[config.mk]
export PLATFORM = sky130hd
export DESIGN_NAME = addr_sweeper
export DESIGN_NICKNAME = d
export VERILOG_FILES = /design/src/rtl/addr_sweeper_pkg.sv /design/src/rtl/sync_rise.sv /design/src/rtl/addr_sweeper.sv
export SDC_FILE = /design/constraint.sdc
export NUM_CORES = 1
export LEC_CHECK = 0
export ABC_AREA = 1
export BUFFER_PORTS_ARGS = -buffer_cell sky130_fd_sc_hd__buf_2
export CAP_MARGIN = 15
export CORE_MARGIN = 1.5
export CORE_UTILIZATION = 40
export CTS_CLUSTER_SIZE = 14
export DETAILED_ROUTE_END_ITERATION = 8
export PLACE_DENSITY = 0.74
export SETUP_SLACK_MARGIN = 0.3
export SLEW_MARGIN = 0
export SYNTH_ARGS = -nofsm -noshare
export SYNTH_HDL_FRONTEND = slang
export SYNTH_HIERARCHICAL = 1
export SYNTH_SLANG_ARGS = --single-unit
[constraint.sdc]
create_clock -name clock -period 1.85 [get_ports clock]
set_input_delay 0.2775 -clock clock [delete_from_list [all_inputs] [get_ports clock]]
set_output_delay 0.2775 -clock clock [all_outputs]
set_load 0.005 [all_outputs]
[src/rtl/addr_sweeper_pkg.sv]
// addr_sweeper_pkg: shared mode type and synchronizer depth for the address sweeper.
package addr_sweeper_pkg;
    typedef enum logic {PAUSE = 1'b0, RUN = 1'b1} mode_t;
    localparam int SYNC_STAGES = 2;
endpackage

[src/rtl/sync_rise.sv]
// sync_rise: N-flop synchronizer followed by a rising-edge detect giving a one-cycle pulse.
module sync_rise #(
    parameter int N = 2
) (
    input  logic clock,
    input  logic reset_n,
    input  logic din_i,
    output logic rise_o
);
    logic [N-1:0] sync_q;
    logic         last_q;
    always_ff @(posedge clock) begin
        if (!reset_n) begin
            sync_q <= '0;
            last_q <= 1'b0;
        end else begin
            sync_q <= {sync_q[N-2:0], din_i};
            last_q <= sync_q[N-1];
        end
    end
    assign rise_o = sync_q[N-1] & ~last_q;
endmodule

[src/rtl/addr_sweeper.sv]
// addr_sweeper: steps a RAM read address on rises of a divided-clock tap (RUN) or a manual step (PAUSE),
// emitting single-cycle tick/wrap strobes on the system clock.
module addr_sweeper
    import addr_sweeper_pkg::*;
#(
    parameter int ADDR_W = 5,
    parameter int DEPTH  = 32
) (
    input  logic              clock,
    input  logic              reset_n,
    input  logic [31:0]       divided_clocks,
    input  logic [4:0]        sel,
    input  logic              run,
    input  logic              step,
    output logic [ADDR_W-1:0] addr,
    output logic              tick,
    output logic              wrap,
    output logic              mode
);
    localparam logic [ADDR_W-1:0] LAST = ADDR_W'(DEPTH - 1);
    mode_t             mode_q;
    logic              tap_q;
    logic [4:0]        sel_q;
    logic [ADDR_W-1:0] addr_q, addr_d;
    logic              tick_q, tick_d, wrap_q, wrap_d;
    logic              tap, tap_rise, step_rise, adv, at_last;
    sync_rise #(.N(SYNC_STAGES)) u_step (
        .clock  (clock),
        .reset_n(reset_n),
        .din_i  (step),
        .rise_o (step_rise)
    );
    // a tap change masks the rise check so switching rates never fakes an edge
    assign tap      = divided_clocks[sel];
    assign tap_rise = tap & ~tap_q & (sel == sel_q);
    assign adv      = (mode_q == RUN) ? tap_rise : step_rise;
    assign at_last  = addr_q == LAST;
    always_comb begin
        addr_d = adv ? (at_last ? '0 : addr_q + 1'b1) : addr_q;
        tick_d = adv;
        wrap_d = adv & at_last;
    end
    always_ff @(posedge clock) begin
        if (!reset_n) begin
            mode_q <= PAUSE;
            tap_q  <= 1'b0;
            sel_q  <= '0;
            addr_q <= '0;
            tick_q <= 1'b0;
            wrap_q <= 1'b0;
        end else begin
            mode_q <= mode_t'(run);
            tap_q  <= tap;
            sel_q  <= sel;
            addr_q <= addr_d;
            tick_q <= tick_d;
            wrap_q <= wrap_d;
        end
    end
    assign addr = addr_q;
    assign tick = tick_q;
    assign wrap = wrap_q;
    assign mode = mode_q;
endmodule

# [After elaboration in Yosys (flattened, before gate mapping)]
# Cells that the tools add are included.
[classes] add_sub_neg=1 magnitude_cmp=1 eq_ne=2 mux=4 bitwise=6
[op_table] op="5-bit by 6-bit < comparator with 1-bit output (second input constant)" n=1
[op_table] op="5-bit by 1-bit adder with 5-bit output (second input constant)" n=1
[op_table] op="1-bit binary-select mux with 5-bit select" n=1
[op_table] op="5-bit equality test" n=1
[op_table] op="5-bit equality test (second input constant)" n=1
[op_table] op="5-bit 2-to-1 mux" n=1
[op_table] op="1-bit bitwise AND" n=4
[op_table] op="1-bit 2-to-1 mux" n=2
[op_table] op="1-bit inverter" n=2
[totals] reg_bits=17 input_bits=41 out_inout_bits=8 word_cells=22

# [Depth between registers and ports, before layout]
[depth] ltp_word=6 mapped_depth=14 mapped_depth_nobuf=11

# [Modules after synthesis]
# Netlist, hierarchy kept.
[by_module_without_submodules] module="addr_sweeper" instances=1 cells_each=166 area_each_um2=1003.5 seq_area_each_um2=280.3
[by_module_without_submodules] module="sync_rise" instances=1 cells_each=11 area_each_um2=92.6 seq_area_each_um2=60.1

# [Worst setup path before layout]
# Ideal clock, no wire load.
[synth_path] path_type="input-to-reg" from="in sel[0]" to="reg addr_q[0], in the netlist addr[0]" setup_time_ns=0.115 t_arrival_ns=1.330 required_ns=1.735 slack_ns=0.405 path_stages=13 path_buffers=3 cell_sequence="buf_6 -> inv_4 -> buf_6 -> nand2_1 -> nand3_1 -> nand3_1 -> nand2_1 -> nand2_1 -> nand3_1 -> nand3_2 -> buf_6 -> a21oi_1 -> nor2_1"
[synth_via] elab_chain_cells=5 word_cells_on_any_way=6 cone_classes="eq/ne (1); mux (3); bitwise (2)"
[synth_lines] item="start: declaration" line="addr_sweeper.sv:12" text="input logic [4:0] sel,"
[synth_lines] item="1-bit binary-select mux with 5-bit select" line="addr_sweeper.sv:34" text="assign tap = divided_clocks[sel];"
[synth_lines] item="1-bit 2-to-1 mux (not written as such)" line="addr_sweeper.sv:34"
[synth_lines] item="1-bit bitwise AND" line="addr_sweeper.sv:35" text="assign tap_rise = tap & ~tap_q & (sel == sel_q);"
[synth_lines] item="1-bit bitwise AND *" line="addr_sweeper.sv:35"
[synth_lines] item="1-bit 2-to-1 mux *" line="addr_sweeper.sv:36" text="assign adv = (mode_q == RUN) ? tap_rise : step_rise;"
[synth_lines] item="end signal: assignment" line="addr_sweeper.sv:55" text="addr_q <= addr_d;"
[synth_lines] item="end: declaration" line="addr_sweeper.sv:24" text="logic [ADDR_W-1:0] addr_q, addr_d;"
# Every way passes the cells marked *; elsewhere a longest branch is shown, timed or not. The select of a mux whose other input is x is not followed.
# A chain may end at the register's enable or synchronous reset.

# [Final worst setup path]
[layout_path] from="reg mode_q, in the netlist mode" to="reg addr_q[3], in the netlist addr[3]"
[layout_via] elab_chain_cells=1
[layout_lines] item="start: declaration" line="addr_sweeper.sv:21" text="mode_t mode_q;"
[layout_lines] item="start signal: assignment" line="addr_sweeper.sv:52" text="mode_q <= mode_t'(run);"
[layout_lines] item="1-bit 2-to-1 mux" line="addr_sweeper.sv:36"
# No other way between the ends.

==> summary.txt <==
Run status
  – Status: completed

Yosys
  – Sequential area share after synthesis: 31.1%
  – Yosys top cell area share: 31.1%
  – Yosys cell types: 21
  – Syn Inst Count: 177
  – Yosys warns: 6
  – Mapped cell area: 0.00110 mm2
  – Synth Area per Inst: 6.19 um2
  – Area contributors post-synth: dfxtp_1 (31%), nand2_1 (22%), nand3_1 (12%)
  – Syn Nets: 220
  – Dominant cell type by area after synthesis: dfxtp_1
  – Yosys reg bits: 17

Route
  – Via density: 4.77
  – DRT antenna net count: 0
  – Routed via count: 1207
  – Initial DRC count: 66
  – Wirelength, routed: 2480 um
  – Router iterations before antenna repair: 4
  – WL/cell: between 9 and 10 um
  – DRC Markers: 0

Finish
  – Area of the multi-input gates: 638 um2
  – Most frequent cells in the layout: nand2_1 (63), buf_2 (47), nand3_1 (26)
  – Final #Nets: 267
  – Fraction of final layout cells with drive strength greater than 1: between 30% and 40%
  – Layout Cells excl Fill: 253
  – Post-route cell area: 0.00139 mm2
  – FF/Latch Area: 343 um2
  – Total inserted antenna cells: 0
  – Filler cell count in the final layout: 285
  – Area growth syn-to-layout: 26.5%
  – Commonest non-fill, non-tap cell in the layout: nand2_1

Place
  – Final GP Congestion: 0.758
  – Post-detail-place hpwl: 1870 um
  – IO Port Bufs: 48
  – Dpl cells: 248
  – DP Area: 0.00131 mm2

Timing
  – Hold_ws: about 170 ps
  – Setup repair after global routing missed its margin: yes
  – Final TNS setup: 0 ps
  – Final period util: 76.6%
  – Clock Skews: 3.15 ps
  – Slew HR: 69.8%
  – Fin. max-slew vios: 0
  – Final min period: 1420 ps
  – Final hold violations: 0
  – Fmax: 706 MHz
  – Measured slew at the worst slew-check pin: 451 ps
  – Setup violators final: 0

Floorplan
  – Starting Density: 43.1%
  – Chip height: 55.3 um
  – Die Area: 0.00306 mm2
  – Die Wd: 55.3 um
  – I/O pin cnt: between 40 and 50
  – Core Region: 0.00254 mm2
  – # rows: 18

Critical path
  – Crit Path Max Fanout: 5
  – CP Capture Type: flop
  – Worst R2R Path Depth: 9
  – Flop-to-flop setup slack: 430 ps
  – Critical path arrival: 1610 ps
  – RR Startpoint: mode
  – R2R Path End: addr[3]
  – Required @ worst endpoint: between 2000 and 2500 ps
  – Setup CP Type: flop to flop
  – Critical Path Start Type: flop

Clock network
  – Clock latency on the worst-skew pair: 290 ps
  – Clock transition at path regs: 100 ps
  – Cts bufs inserted: 3
  – CTS sink count: 17
  – Clock Tree Buf Depth: 2
  – CTS Hold Buffers Added: 0
  – TritonCTS clock tree: yes
  – CTS Root Cell: clkbuf_4
  – Htree depth: 1

Min path
  – Min-Delay Path Depth: 3
  – Hold path endpoint: u_step/sync_q[0]
  – HP Start: step
  – Hold crit path type: primary input to flop

GRT
  – Antenna violations before repair: 0
  – Total GRT Usage: 16.5%
  – GR Overflow Total: 0
  – Vias in the first global route: 1024
  – Largest net degree at the start of global routing: 19
  – First-pass GRT wire length: 4240 um

Power
  – Peak VDD IR: ~0.47 mV
  – Pwr Density: 560 mW/mm2
  – Leakage: about 0.0008 uW

Job
  – Max cap viols: 0
==> worst max-delay path, cell delays in order (launching register included) <==
cell and delay [ps]:
dfxtp_2 340, inv_1 50, nor2_1 90, nand2_1 50
nor2_1 100, nand4_1 140, nor2_4 200, nand3_4 140
a21oi_1 150, nor2_1 70
==> sequential cells by signal, summed over array words and instances (netlist names) <==
name,flops
sel_q,5
u_step/last_q,1
tap_q,1
tick,1
u_step/sync_q,2
wrap,1
mode,1
addr,5
==> routing by layer <==
layer  vias up  track usage (%)  wire, um
li1        642                -         -
met1       535             21.8      1180
met2        26             26.9      1170
met3         4             3.04        95
met4         0             5.57        30
met5         -                0         0
==> synthesized netlist by cell type <==
cell type	n
o21ai_1	1
nand4_1	1
buf_2	1
o21ai_0	2
o22ai_1	1
buf_4	3
ha_1	2
nor2_1	12
inv_2	1
nand2_2	1
or2_2	2
a21oi_1	7
nor2_2	1
inv_4	1
dfxtp_1	17
nand2_1	64
buf_6	3
nor3_1	1
inv_1	23
nand3_2	6
nand3_1	27
==> layout make-up <==
cell class | instances | area share, %
inverters | 25 | 7.13
clock buffers | 4 | 1.90
flip-flops and latches | 17 | 24.7
well taps | 30 | 2.71
repair buffers | 48 | 17.5
multi-input cells | 129 | 46.0
==> report_power, final <==
part | switching (uW) | internal (uW) | total [uW]
Combinational | 101 | 81.8 | 183
Clock | 115 | 83.8 | 199
Sequential | 10.4 | 384 | 394
==> stage by stage <==
| step | setup slack (ps) | util, % | power, uW |
|---|---|---|---|
| 5_1_grt | 275 | 54.5 | 825 |
| 2_1_floorplan | 405 | - | 514 |
| 4_1_cts | 365 | 52.6 | 773 |
| 3_3_place_gp | 94.6 | 51.6 | 575 |
| 6_report | 433 | 54.5 | 776 |
| 3_5_place_dp | 67.8 | 51.6 | 577 |
==> repair_timing <==
item | 4_1_cts | 5_1_grt
setup buffers | 0 | 0
setup endpoints to repair | 0 | 7
gates resized for setup | 0 | 10
==> cell families after synthesis <==
logic type	after synthesis	share of synthesized area [%]
AO/OA/AOI/OAI	11	5.14
adder cells (fa/ha/maj)	2	2.28
buffers and inverters	32	14.4
flip-flops	17	31.1
AND/OR/NAND/NOR	115	47.1
==> worst max path at each step <==
stage	from	to	slack, ps	cells past startpoint
finish	mode	addr[3]	430	9
global route	mode	wrap	270	10
CTS	mode	addr[3]	360	9
detailed placement	sel[0]	addr[3]	70	10
global placement	sel[0]	addr[0]	90	11
floorplan	sel[0]	addr[0]	410	13
(Power assumes the default switching activity.)
